File: config.mk
export PLATFORM = sky130hd
export DESIGN_NAME = whack_game_ctrl
export DESIGN_NICKNAME = d
export VERILOG_FILES = /design/src/rtl/whack_game_ctrl.sv
export SDC_FILE = /design/constraint.sdc
export NUM_CORES = 1
export LEC_CHECK = 0
export ABC_AREA = 0
export BUFFER_PORTS_ARGS = -buffer_cell sky130_fd_sc_hd__buf_2
export CORE_MARGIN = 8
export CORE_UTILIZATION = 62
export CTS_BUF_LIST = sky130_fd_sc_hd__clkbuf_8
export DETAILED_ROUTE_END_ITERATION = 16
export PLACE_DENSITY = 0.82
export SLEW_MARGIN = 20
export SYNTH_ARGS = -nofsm -noshare
export SYNTH_HDL_FRONTEND = slang
export SYNTH_SLANG_ARGS = --single-unit
export TNS_END_PERCENT = 5
File: constraint.sdc
create_clock -name CLOCK_50 -period 4.3 [get_ports CLOCK_50]
set_input_delay 0.215 -clock CLOCK_50 [delete_from_list [all_inputs] [get_ports CLOCK_50]]
set_output_delay 0.215 -clock CLOCK_50 [all_outputs]
set_load 0.01 [all_outputs]
File: src/rtl/whack_game_ctrl.sv
// Round sequencer for the whack-a-box game: lobby, target pick, hit window,
// scoring and game-over. Drives the fill MIF select and the audio enables.
//
// state | meaning
// LOBBY | idle, lobby music on, waits for start
// ARM   | board blank, picking the next target from the LFSR
// SHOW  | target lit, hit window running
// HIT   | correct box hit, hit sound held for SOUND_TICKS
// MISS  | window expired, blank-board gap for GAP_TICKS
// OVER  | game timer ran out, final score held until start
module whack_game_ctrl #(
  parameter int          TICK_DIV    = 5_000_000,
  parameter int          GAME_TICKS  = 600,
  parameter int          NUM_BOXES   = 6,
  parameter int          WIN0        = 20,
  parameter int          WIN1        = 12,
  parameter int          WIN2        = 7,
  parameter int          SOUND_TICKS = 3,
  parameter int          GAP_TICKS   = 4,
  parameter logic [7:0]  LFSR_SEED   = 8'hA5
) (
  input  logic        CLOCK_50,
  input  logic        reset,
  input  logic        start,
  input  logic [2:0]  box_address,
  output logic [3:0]  level_select,
  output logic        play_sound,
  output logic        lobby_sound,
  output logic [10:0] score,
  output logic [1:0]  difficulty,
  output logic [9:0]  time_left,
  output logic        game_active
);

  typedef enum logic [2:0] {LOBBY, ARM, SHOW, HIT, MISS, OVER} state_t;

  localparam int              PW       = (TICK_DIV > 1) ? $clog2(TICK_DIV) : 1;
  localparam logic [PW-1:0]   PRE_LAST = PW'(TICK_DIV - 1);
  localparam logic [2:0]      NB       = 3'(NUM_BOXES);
  localparam logic [9:0]      GT       = 10'(GAME_TICKS);
  localparam logic [7:0]      W0       = 8'(WIN0);
  localparam logic [7:0]      W1       = 8'(WIN1);
  localparam logic [7:0]      W2       = 8'(WIN2);
  localparam logic [7:0]      SND      = 8'(SOUND_TICKS);
  localparam logic [7:0]      GAP      = 8'(GAP_TICKS);

  state_t        state_q, state_d;
  logic [PW-1:0] pre_q;
  logic [7:0]    lfsr_q;
  logic [2:0]    prev_q, prev_d, target_q, target_d, cand;
  logic [7:0]    win_q, win_d, cnt_q, cnt_d, win_sel;
  logic [10:0]   score_d;
  logic [9:0]    time_d;
  logic [3:0]    lvl_d;
  logic [2:0]    s1, s2, s3;
  logic          tick, hit_evt, pre_clr, active_q, active_d;

  assign tick     = (pre_q == PRE_LAST);
  assign hit_evt  = (s2 != s3) && (s2 != 3'd0);
  assign cand     = lfsr_q[2:0];
  assign active_q = (state_q == ARM) || (state_q == SHOW) || (state_q == HIT) || (state_q == MISS);
  assign active_d = (state_d == ARM) || (state_d == SHOW) || (state_d == HIT) || (state_d == MISS);

  // Window length for the target about to be shown, from the current difficulty.
  always_comb begin
    win_sel = W0;
    case (difficulty)
      2'd1:    win_sel = W1;
      2'd2:    win_sel = W2;
      default: win_sel = W0;
    endcase
  end

  // Next state, round counters and score; the game timer overrides everything.
  always_comb begin
    state_d  = state_q;
    target_d = target_q;
    prev_d   = prev_q;
    win_d    = win_q;
    cnt_d    = cnt_q;
    score_d  = score;
    time_d   = time_left;
    pre_clr  = 1'b0;
    case (state_q)
      LOBBY, OVER: begin
        if (start) begin
          state_d = ARM;
          score_d = '0;
          time_d  = GT;
          pre_clr = 1'b1;
        end
      end
      ARM: begin
        if ((cand != 3'd0) && (cand <= NB) && (cand != prev_q)) begin
          target_d = cand;
          prev_d   = cand;
          win_d    = win_sel;
          state_d  = SHOW;
        end
      end
      SHOW: begin
        if (hit_evt && (s2 == target_q)) begin
          score_d = (score == 11'd2047) ? score : score + 11'd1;
          cnt_d   = SND;
          state_d = HIT;
        end else begin
          if (hit_evt)
            score_d = (score == 11'd0) ? score : score - 11'd1;
          if (tick) begin
            win_d = win_q - 8'd1;
            if (win_q == 8'd1) begin
              cnt_d   = GAP;
              state_d = MISS;
            end
          end
        end
      end
      HIT, MISS: begin
        if (tick) begin
          cnt_d = cnt_q - 8'd1;
          if (cnt_q == 8'd1)
            state_d = ARM;
        end
      end
      default: state_d = LOBBY;
    endcase
    if (active_q && tick) begin
      time_d = time_left - 10'd1;
      if (time_left == 10'd1)
        state_d = OVER;
    end
    case (state_d)
      LOBBY:   lvl_d = 4'd0;
      SHOW:    lvl_d = {1'b0, target_d};
      OVER:    lvl_d = 4'd15;
      default: lvl_d = 4'd7;
    endcase
  end

  // Prescaler, LFSR and the sensor synchronizer run every cycle in every state.
  always_ff @(posedge CLOCK_50) begin
    if (reset) begin
      pre_q  <= '0;
      lfsr_q <= LFSR_SEED;
      s1     <= '0;
      s2     <= '0;
      s3     <= '0;
    end else begin
      pre_q  <= (pre_clr || tick) ? '0 : pre_q + PW'(1);
      lfsr_q <= {lfsr_q[6:0], lfsr_q[7] ^ lfsr_q[5] ^ lfsr_q[4] ^ lfsr_q[3]};
      s1     <= box_address;
      s2     <= s1;
      s3     <= s2;
    end
  end

  // State, round registers and registered outputs, all updated together.
  always_ff @(posedge CLOCK_50) begin
    if (reset) begin
      state_q      <= LOBBY;
      target_q     <= '0;
      prev_q       <= '0;
      win_q        <= '0;
      cnt_q        <= '0;
      score        <= '0;
      difficulty   <= 2'd0;
      time_left    <= GT;
      level_select <= 4'd0;
      play_sound   <= 1'b0;
      lobby_sound  <= 1'b1;
      game_active  <= 1'b0;
    end else begin
      state_q      <= state_d;
      target_q     <= target_d;
      prev_q       <= prev_d;
      win_q        <= win_d;
      cnt_q        <= cnt_d;
      score        <= score_d;
      difficulty   <= (score < 11'd10) ? 2'd0 : (score < 11'd25) ? 2'd1 : 2'd2;
      time_left    <= time_d;
      level_select <= lvl_d;
      play_sound   <= (state_d == HIT);
      lobby_sound  <= (state_d == LOBBY);
      game_active  <= active_d;
    end
  end

endmodule
==> results of run 1 <==
## final cells by class
type,instances,area [um2],area share
clock buffer,9,124,0.0232
tap,102,128,0.0239
clock inverter,7,70.1,0.0131
inverter,19,71.3,0.0134
sequential,95,1900,0.356
timing repair buffer,37,190,0.0356
multi-input combinational,443,2860,0.535
## stage by stage
stage,cells,hold slack (ns),power (mW),instance area [um2],utilization
6_report,712,0.0698,2.00,5340,0.691
5_1_grt,712,0.0653,2.11,5340,0.691
4_1_cts,712,0.0562,2.02,5340,0.691
3_5_place_dp,696,0.409,1.43,5150,0.666
3_3_place_gp,696,0.396,1.41,5150,0.666
2_1_floorplan,579,0.343,1.33,4920,-
## power groups by stage
stage               combinational [mW]  sequential [mW]  clock (mW)
global placement                 0.405             1.01           0
floorplan                        0.337            0.996           0
CTS                              0.421            0.991       0.605
global route                     0.469             1.00       0.636
finish                           0.422            0.992       0.591
detailed placement               0.416             1.01           0
## state kept, by name (all words and copies together), names as in the netlist, 3 cells and up
signal        cells
cnt_q             8
level_select      4
lfsr_q            8
pre_q            23
prev_q            3
s1                3
s2                3
s3                3
score            11
state_q           3
target_q          3
time_left        10
win_q             8
## logic make-up (layout without fill, tap and decap cells)
| kind of cell | Yosys count | count (layout) | share of synthesized area |
|---|---|---|---|
| buffers and inverters | 41 | 72 | 0.0333 |
| muxes | 17 | 17 | 0.0348 |
| adders and majority gates | 19 | 19 | 0.0498 |
| xor gates and xnor gates | 51 | 51 | 0.0908 |
| DFF | 95 | 95 | 0.386 |
| and+or+nand+nor | 275 | 275 | 0.284 |
| AOI/OAI and AO/OA | 81 | 81 | 0.121 |
## per-layer routing
metal  up-vias  wire, um  global-route usage  share of wire
li1       2077         -                   -              -
met1      1975      4610               0.219           0.44
met2        88      5350               0.342           0.51
met3        19       451              0.0455          0.043
met4         0       181              0.0846          0.017
met5         -         0                   0              0
## final timing paths
| path | from | end | cells after the start |
|---|---|---|---|
| setup reg to reg | s3[2]$_SDFF_PP0_ | score[10]$_SDFFE_PP0P_ | 13 |
| hold reg to reg | lfsr_q[6]$_SDFF_PP0_ | lfsr_q[7]$_SDFF_PP1_ | 1 |
| hold / removal | box_address[2] | s1[2]$_SDFF_PP0_ | 2 |
| setup / recovery | s3[2]$_SDFF_PP0_ | score[10]$_SDFFE_PP0P_ | 13 |
## cells in the mapped netlist (all sizes together) (17+ instances only)
library cell and instances:
dfxtp 95, nor2 94, nand2 44, xnor2 30, a21oi 26, nand3 22
xor2 21, inv 19, nor3 19, clkbuf 18, ha 18, nor2b 17
==> run summary, run 1 <==
### Route
- **Routed Wire Length** 10.6 mm
- **via count** 4159
- **router iterations before antenna repair** 4
- **antenna viol nets, final** 0
- **final routed DRC violation total** 0
- **via/cell ratio** 5.84
- **number of violations reported at the end of detailed-routing iteration 0** 186
- **post-DR wirelength/cell** 14.9 um

### Global routing
- **first-pass GRT wire length** 18.3 mm
- **total congestion overflow after global routing** 0
- **global-route total usage across every layer** 0.194
- **antenna violations before repair** 0
- **vias in the first global route** 4087
- **largest net degree at the start of global routing** 54

### Cells and area
- **highest-count cells in the layout ignoring fill and taps** 95 x sky130_fd_sc_hd__dfxtp_1, 93 x sky130_fd_sc_hd__nor2_1, 43 x sky130_fd_sc_hd__nand2_1
- **Layout area overhead** 8.52%
- **fraction of layout cells with a size suffix above 1** 0.118
- **most common cell after layout, fill and taps aside** sky130_fd_sc_hd__dfxtp_1
- **final net count** 630
- **antenna diode instance count** 0
- **Fillers** 647

### Timing
- **final-report setup violation count** 0
- **final clock skew** 0.0150 ns
- **fin. max-slew vios** 0
- **Slew HR** 0.503
- **number of hold violations in the final report** 0
- **Worst-Margin Slew** 0.746 ns
- **setup TNS after final layout** 0 ns
- **minimum period implied by the final worst setup slack** 3.69 ns
- **maximum operating frequency** 271 MHz
- **fin worst setup slack** 0.606 ns
- **setup repair after global routing missed its margin** no
- **ratio of final minimum period to clock period** 0.859

### Pwr
- **clock network fraction of design power** 0.295
- **peak supply drop** 0.254 mV
- **Switching Fraction** 0.311
- **leakage power summed over all cells** 2.13 nW
- **internal power summed over all cells** 1.38 mW
- **net load switching power** 0.623 mW
- **fraction of power consumed by combinational cells** 0.210
- **sequential share of power** 0.495
- **ratio of total power to cell area** 375 mW/mm2

### Worst setup path
- **Worst R2R Setup Slack** 0.61 ns
- **Critical Path Slowest Stage Cell** sky130_fd_sc_hd__or3b_2
- **type of origin of the critical path** flip-flop
- **buffer and inverter count on the worst path** 1
- **Crit Path Class** reg2reg
- **Max FO, Critical Path** 11
- **Worst path top cell family by delay** simple AND/OR/NAND/NOR gates
- **Critical Path Sink Type** flip-flop
- **cell-by-cell trace of the critical path** or3b_2, nand4_1, a2bb2oi_1, nand2_1, inv_2, fa_1, nand2b_1, a21oi_1, nor3_1, o41ai_1, xnor2_1, and3_1, or3_1
- **arrival time at the worst endpoint** 3.95 ns
- **worst path required time** 4.56 ns
- **longest individual stage delay on the worst path** 0.46 ns

### Synthesis
- **cell type with the largest total area after synthesis** sky130_fd_sc_hd__dfxtp_1
- **total nets after synthesis** 604
- **Netlist Area Pre-Place** 0.00492 mm2
- **count of flip-flops with a built-in enable after synthesis** 0
- **share of synthesized flip-flops with an asynchronous set or reset** 0
- **prevailing post-synth register cell** sky130_fd_sc_hd__dfxtp_1
- **number of synthesis warnings** 0
- **sequential fraction of the synthesis area** 0.386
- **share of the synthesized area in the top cell type** 0.386
- **Avg Cell Area, Syn** 8.50 um2
- **count of unique library cells instantiated by Yosys** 66
- **top area cells in the synthesized netlist** sky130_fd_sc_hd__dfxtp_1 39%, sky130_fd_sc_hd__nor2_1 7.1%, sky130_fd_sc_hd__xnor2_1 5.3%
- **number of synthesized register bits** 95
- **Syn Inst Count** 579

### Floorplanning
- **I/O pin cnt** 36
- **Die Span X** 105 um
- **area of the die** 0.0110 mm2
- **Starting Density** 0.637
- **core area** 0.00773 mm2
- **Vert. Die Dim** 105 um
- **number of placement rows** 32

### CTS
- **TritonCTS clock tree** yes
- **source-to-sink clock delay at the later pin of the worst-skew pair** 0.37 ns
- **Clock Pin Slew Worst Setup and Hold Paths** 0.10 ns
- **Root Buffer Master** sky130_fd_sc_hd__clkbuf_8
- **CTS hold repair buffers** 0
- **Sinks on Clock Net** 95
- **largest buffer count on any clock path** 2
- **total CTS buffers** 9
- **post-CTS resize count** 0
- **number of H-tree levels** 3
- **Post CTS Setup Buffer Count** 0

### Placed design
- **gpl congestion** 0.907
- **post-detailed-placement half-perimeter wirelength** 7.58 mm
- **pre-CTS WS** 0.650 ns
- **PortBufs** 35

### Status
- **run status** finished, final reports clean

### Flow run
- **max-cap check violation count** 0

### Worst hold path
- **class of the worst hold path** in2reg

Note: power is estimated with default switching activity, not from simulation.
==> inputs of run 2 (changes only) <==
--- a/config.mk
+++ b/config.mk
@@ -8,7 +8,9 @@
 export ABC_AREA = 0
 export BUFFER_PORTS_ARGS = -buffer_cell sky130_fd_sc_hd__buf_2
+export CAP_MARGIN = 20
 export CORE_MARGIN = 8
 export CORE_UTILIZATION = 62
 export CTS_BUF_LIST = sky130_fd_sc_hd__clkbuf_8
+export CTS_CLUSTER_DIAMETER = 120
 export DETAILED_ROUTE_END_ITERATION = 16
 export PLACE_DENSITY = 0.82
==> constraint.sdc (replaced) <==
create_clock -name CLOCK_50 -period 4.3 [get_ports CLOCK_50]
set_input_delay 0.645 -clock CLOCK_50 [delete_from_list [all_inputs] [get_ports CLOCK_50]]
set_output_delay 0.645 -clock CLOCK_50 [all_outputs]
set_load 0.01 [all_outputs]
==> run 2 against run 1 <==
Against the previous run: sequential share of layout area about the same; worst hold slack improved by 0.36 ns; utilization about the same; maximum frequency decreased by 1.7%; critical path depth unchanged; clock power decreased by 4.6%; first-iteration DRC count increased by 6.5%; final cell count unchanged; critical endpoint unchanged; largest power group unchanged.
==> run summary, run 2 (synthesis gave the netlist of run 1 again) <==
### Placed design
- **gpl congestion** 0.918, +1.2%
- **PortBufs** 35, unchanged
- **post-detailed-placement half-perimeter wirelength** 7.52 mm, -0.80%
- **pre-CTS WS** 0.585 ns, -0.0648 ns

### Timing
- **number of hold violations in the final report** 0, unchanged
- **final clock skew** 0.0102 ns, -0.00479 ns
- **fin. max-slew vios** 0, unchanged
- **setup TNS after final layout** 0 ns, unchanged
- **Worst-Margin Slew** 0.760 ns, +0.0144 ns
- **fin worst setup slack** 0.540 ns, -0.0654 ns
- **final-report setup violation count** 0, unchanged
- **ratio of final minimum period to clock period** 0.874, +0.0152
- **Slew HR** 0.493, -0.00961
- **setup repair after global routing missed its margin** no
- **Min Hold Slack** 0.426 ns, +0.356 ns
- **minimum period implied by the final worst setup slack** 3.76 ns, +0.0654 ns
- **maximum operating frequency** 266 MHz, -1.7%

### Status
- **run status** finished, final reports clean

### Floorplanning
- **Die Span X** 105 um, unchanged
- **area of the die** 0.0110 mm2, unchanged
- **core area** 0.00773 mm2, unchanged
- **Starting Density** 0.637, unchanged
- **Vert. Die Dim** 105 um, unchanged
- **I/O pin cnt** 36, unchanged
- **number of placement rows** 32, unchanged

### CTS
- **Post CTS Setup Buffer Count** 0, unchanged
- **source-to-sink clock delay at the later pin of the worst-skew pair** 0.37 ns, about the same
- **number of H-tree levels** 3, unchanged
- **TritonCTS clock tree** yes
- **Clock Pin Slew Worst Setup and Hold Paths** 0.10 ns, about the same
- **total CTS buffers** 9, unchanged
- **CTS hold repair buffers** 0, unchanged
- **largest buffer count on any clock path** 2, unchanged
- **post-CTS resize count** 0, unchanged
- **Sinks on Clock Net** 95, unchanged
- **Root Buffer Master** sky130_fd_sc_hd__clkbuf_8

### Pwr
- **leakage power summed over all cells** 2.12 nW, -0.32%
- **total power after layout** 1.98 mW, -1.3%
- **peak supply drop** 0.241 mV, -5.0%
- **ratio of total power to cell area** 371 mW/mm2, -1.2%

### Global routing
- **vias in the first global route** 4054, -0.81%
- **antenna violations before repair** 0, unchanged
- **total congestion overflow after global routing** 0, unchanged
- **largest net degree at the start of global routing** 53, -1.9%
- **first-pass GRT wire length** 17.8 mm, -2.9%
- **global-route total usage across every layer** 0.190, -0.00394

### Worst setup path
- **type of origin of the critical path** flip-flop
- **Max FO, Critical Path** 11, unchanged
- **Critical Path Sink Type** flip-flop
- **worst path required time** 4.55 ns, about the same
- **arrival time at the worst endpoint** 4.01 ns, +0.06 ns
- **Crit Path Class** reg2reg

### Route
- **number of violations reported at the end of detailed-routing iteration 0** 198, +6.5%
- **router iterations before antenna repair** 4, unchanged
- **post-DR wirelength/cell** 14.6 um, -2.0%
- **via/cell ratio** 5.84, about the same
- **Routed Wire Length** 10.4 mm, -2.0%
- **via count** 4155, -0.096%
- **antenna viol nets, final** 0, unchanged
- **final routed DRC violation total** 0, unchanged

### Cells and area
- **flip-flop count of the largest register after layout** 23, unchanged
- **antenna diode instance count** 0, unchanged
- **final net count** 630, unchanged
- **most flop-heavy register** pre_q
- **Top Registers** pre_q (23), score (11), time_left (10)
- **Fillers** 633, -2.2%
- **most common cell after layout, fill and taps aside** sky130_fd_sc_hd__dfxtp_1
- **area of combinational cells with multiple inputs** 0.00286 mm2, unchanged
- **Layout area overhead** 8.47%, about the same
- **highest-count cells in the layout ignoring fill and taps** 95 x sky130_fd_sc_hd__dfxtp_1, 93 x sky130_fd_sc_hd__nor2_1, 43 x sky130_fd_sc_hd__nand2_1
- **area taken by flip-flops and latches** 0.00190 mm2, unchanged
- **fraction of layout cells with a size suffix above 1** 0.120, +0.00164

### Worst hold path
- **class of the worst hold path** reg2reg

### Flow run
- **max-cap check violation count** 0, unchanged

-- run 2: cell types whose count changed in the layout (fill, tap and decap cells not counted) --
cell	delta
sky130_fd_sc_hd__bufinv_16	-1
sky130_fd_sc_hd__clkinv_2	-1
sky130_fd_sc_hd__inv_8	+1
sky130_fd_sc_hd__inv_6	-1
sky130_fd_sc_hd__clkinv_8	+1
sky130_fd_sc_hd__inv_1	-1
sky130_fd_sc_hd__clkinv_4	+2
-- run 2: final timing paths --
kind,start,end,slack (ns),cells past startpoint
setup / recovery,s2[1]$_SDFF_PP0_,score[10]$_SDFFE_PP0P_,0.54,13
hold / removal,lfsr_q[6]$_SDFF_PP0_,lfsr_q[7]$_SDFF_PP1_,0.43,1
setup reg to reg,s2[1]$_SDFF_PP0_,score[10]$_SDFFE_PP0P_,0.54,13
hold reg to reg,lfsr_q[6]$_SDFF_PP0_,lfsr_q[7]$_SDFF_PP1_,0.43,1
-- run 2: worst max-delay path: stages, from the launching register on --
cell,delay (ns)
sky130_fd_sc_hd__dfxtp_1,0.38
sky130_fd_sc_hd__nor4_1,0.38
sky130_fd_sc_hd__o21ai_0,0.16
sky130_fd_sc_hd__a2bb2oi_1,0.19
sky130_fd_sc_hd__nand2_1,0.37
sky130_fd_sc_hd__inv_2,0.14
sky130_fd_sc_hd__fa_1,0.42
sky130_fd_sc_hd__nand2b_1,0.17
sky130_fd_sc_hd__a21oi_1,0.22
sky130_fd_sc_hd__nor3_1,0.10
sky130_fd_sc_hd__o41ai_1,0.45
sky130_fd_sc_hd__xnor2_1,0.13
sky130_fd_sc_hd__and3_1,0.17
sky130_fd_sc_hd__or3_1,0.37
-- run 2: routing by layer --
| layer | track usage | share of wire | vias to the layer above |
|---|---|---|---|
| li1 | - | - | 2085 |
| met1 | 0.210 | 0.44 | 1978 |
| met2 | 0.343 | 0.50 | 75 |
| met3 | 0.0387 | 0.041 | 17 |
| met4 | 0.0897 | 0.018 | 0 |
| met5 | 0 | 0 | - |
-- run 2: layout make-up --
| cell class | count | share of cell area |
|---|---|---|
| Clock buffer | 9 | 0.0232 |
| Clock inverter | 7 | 0.0127 |
| Inverter | 19 | 0.0134 |
| Multi-Input combinational cell | 443 | 0.535 |
| Sequential cell | 95 | 0.356 |
| Tap cell | 102 | 0.0239 |
| Timing Repair Buffer | 37 | 0.0356 |
-- run 2: where the power goes --
part / internal [mW] / switching, mW / total (mW)
logic: 0.178 / 0.247 / 0.425
clock network: 0.224 / 0.340 / 0.564
registers: 0.933 / 0.0568 / 0.990
total: 1.34 / 0.644 / 1.98
-- run 2: through the flow --
step	instance area, um2	util	std cells
floorplan	4920	-	579
CTS	5340	0.691	712
detailed placement	5150	0.666	696
finish	5340	0.691	712
global route	5340	0.691	712
global placement	5150	0.666	696
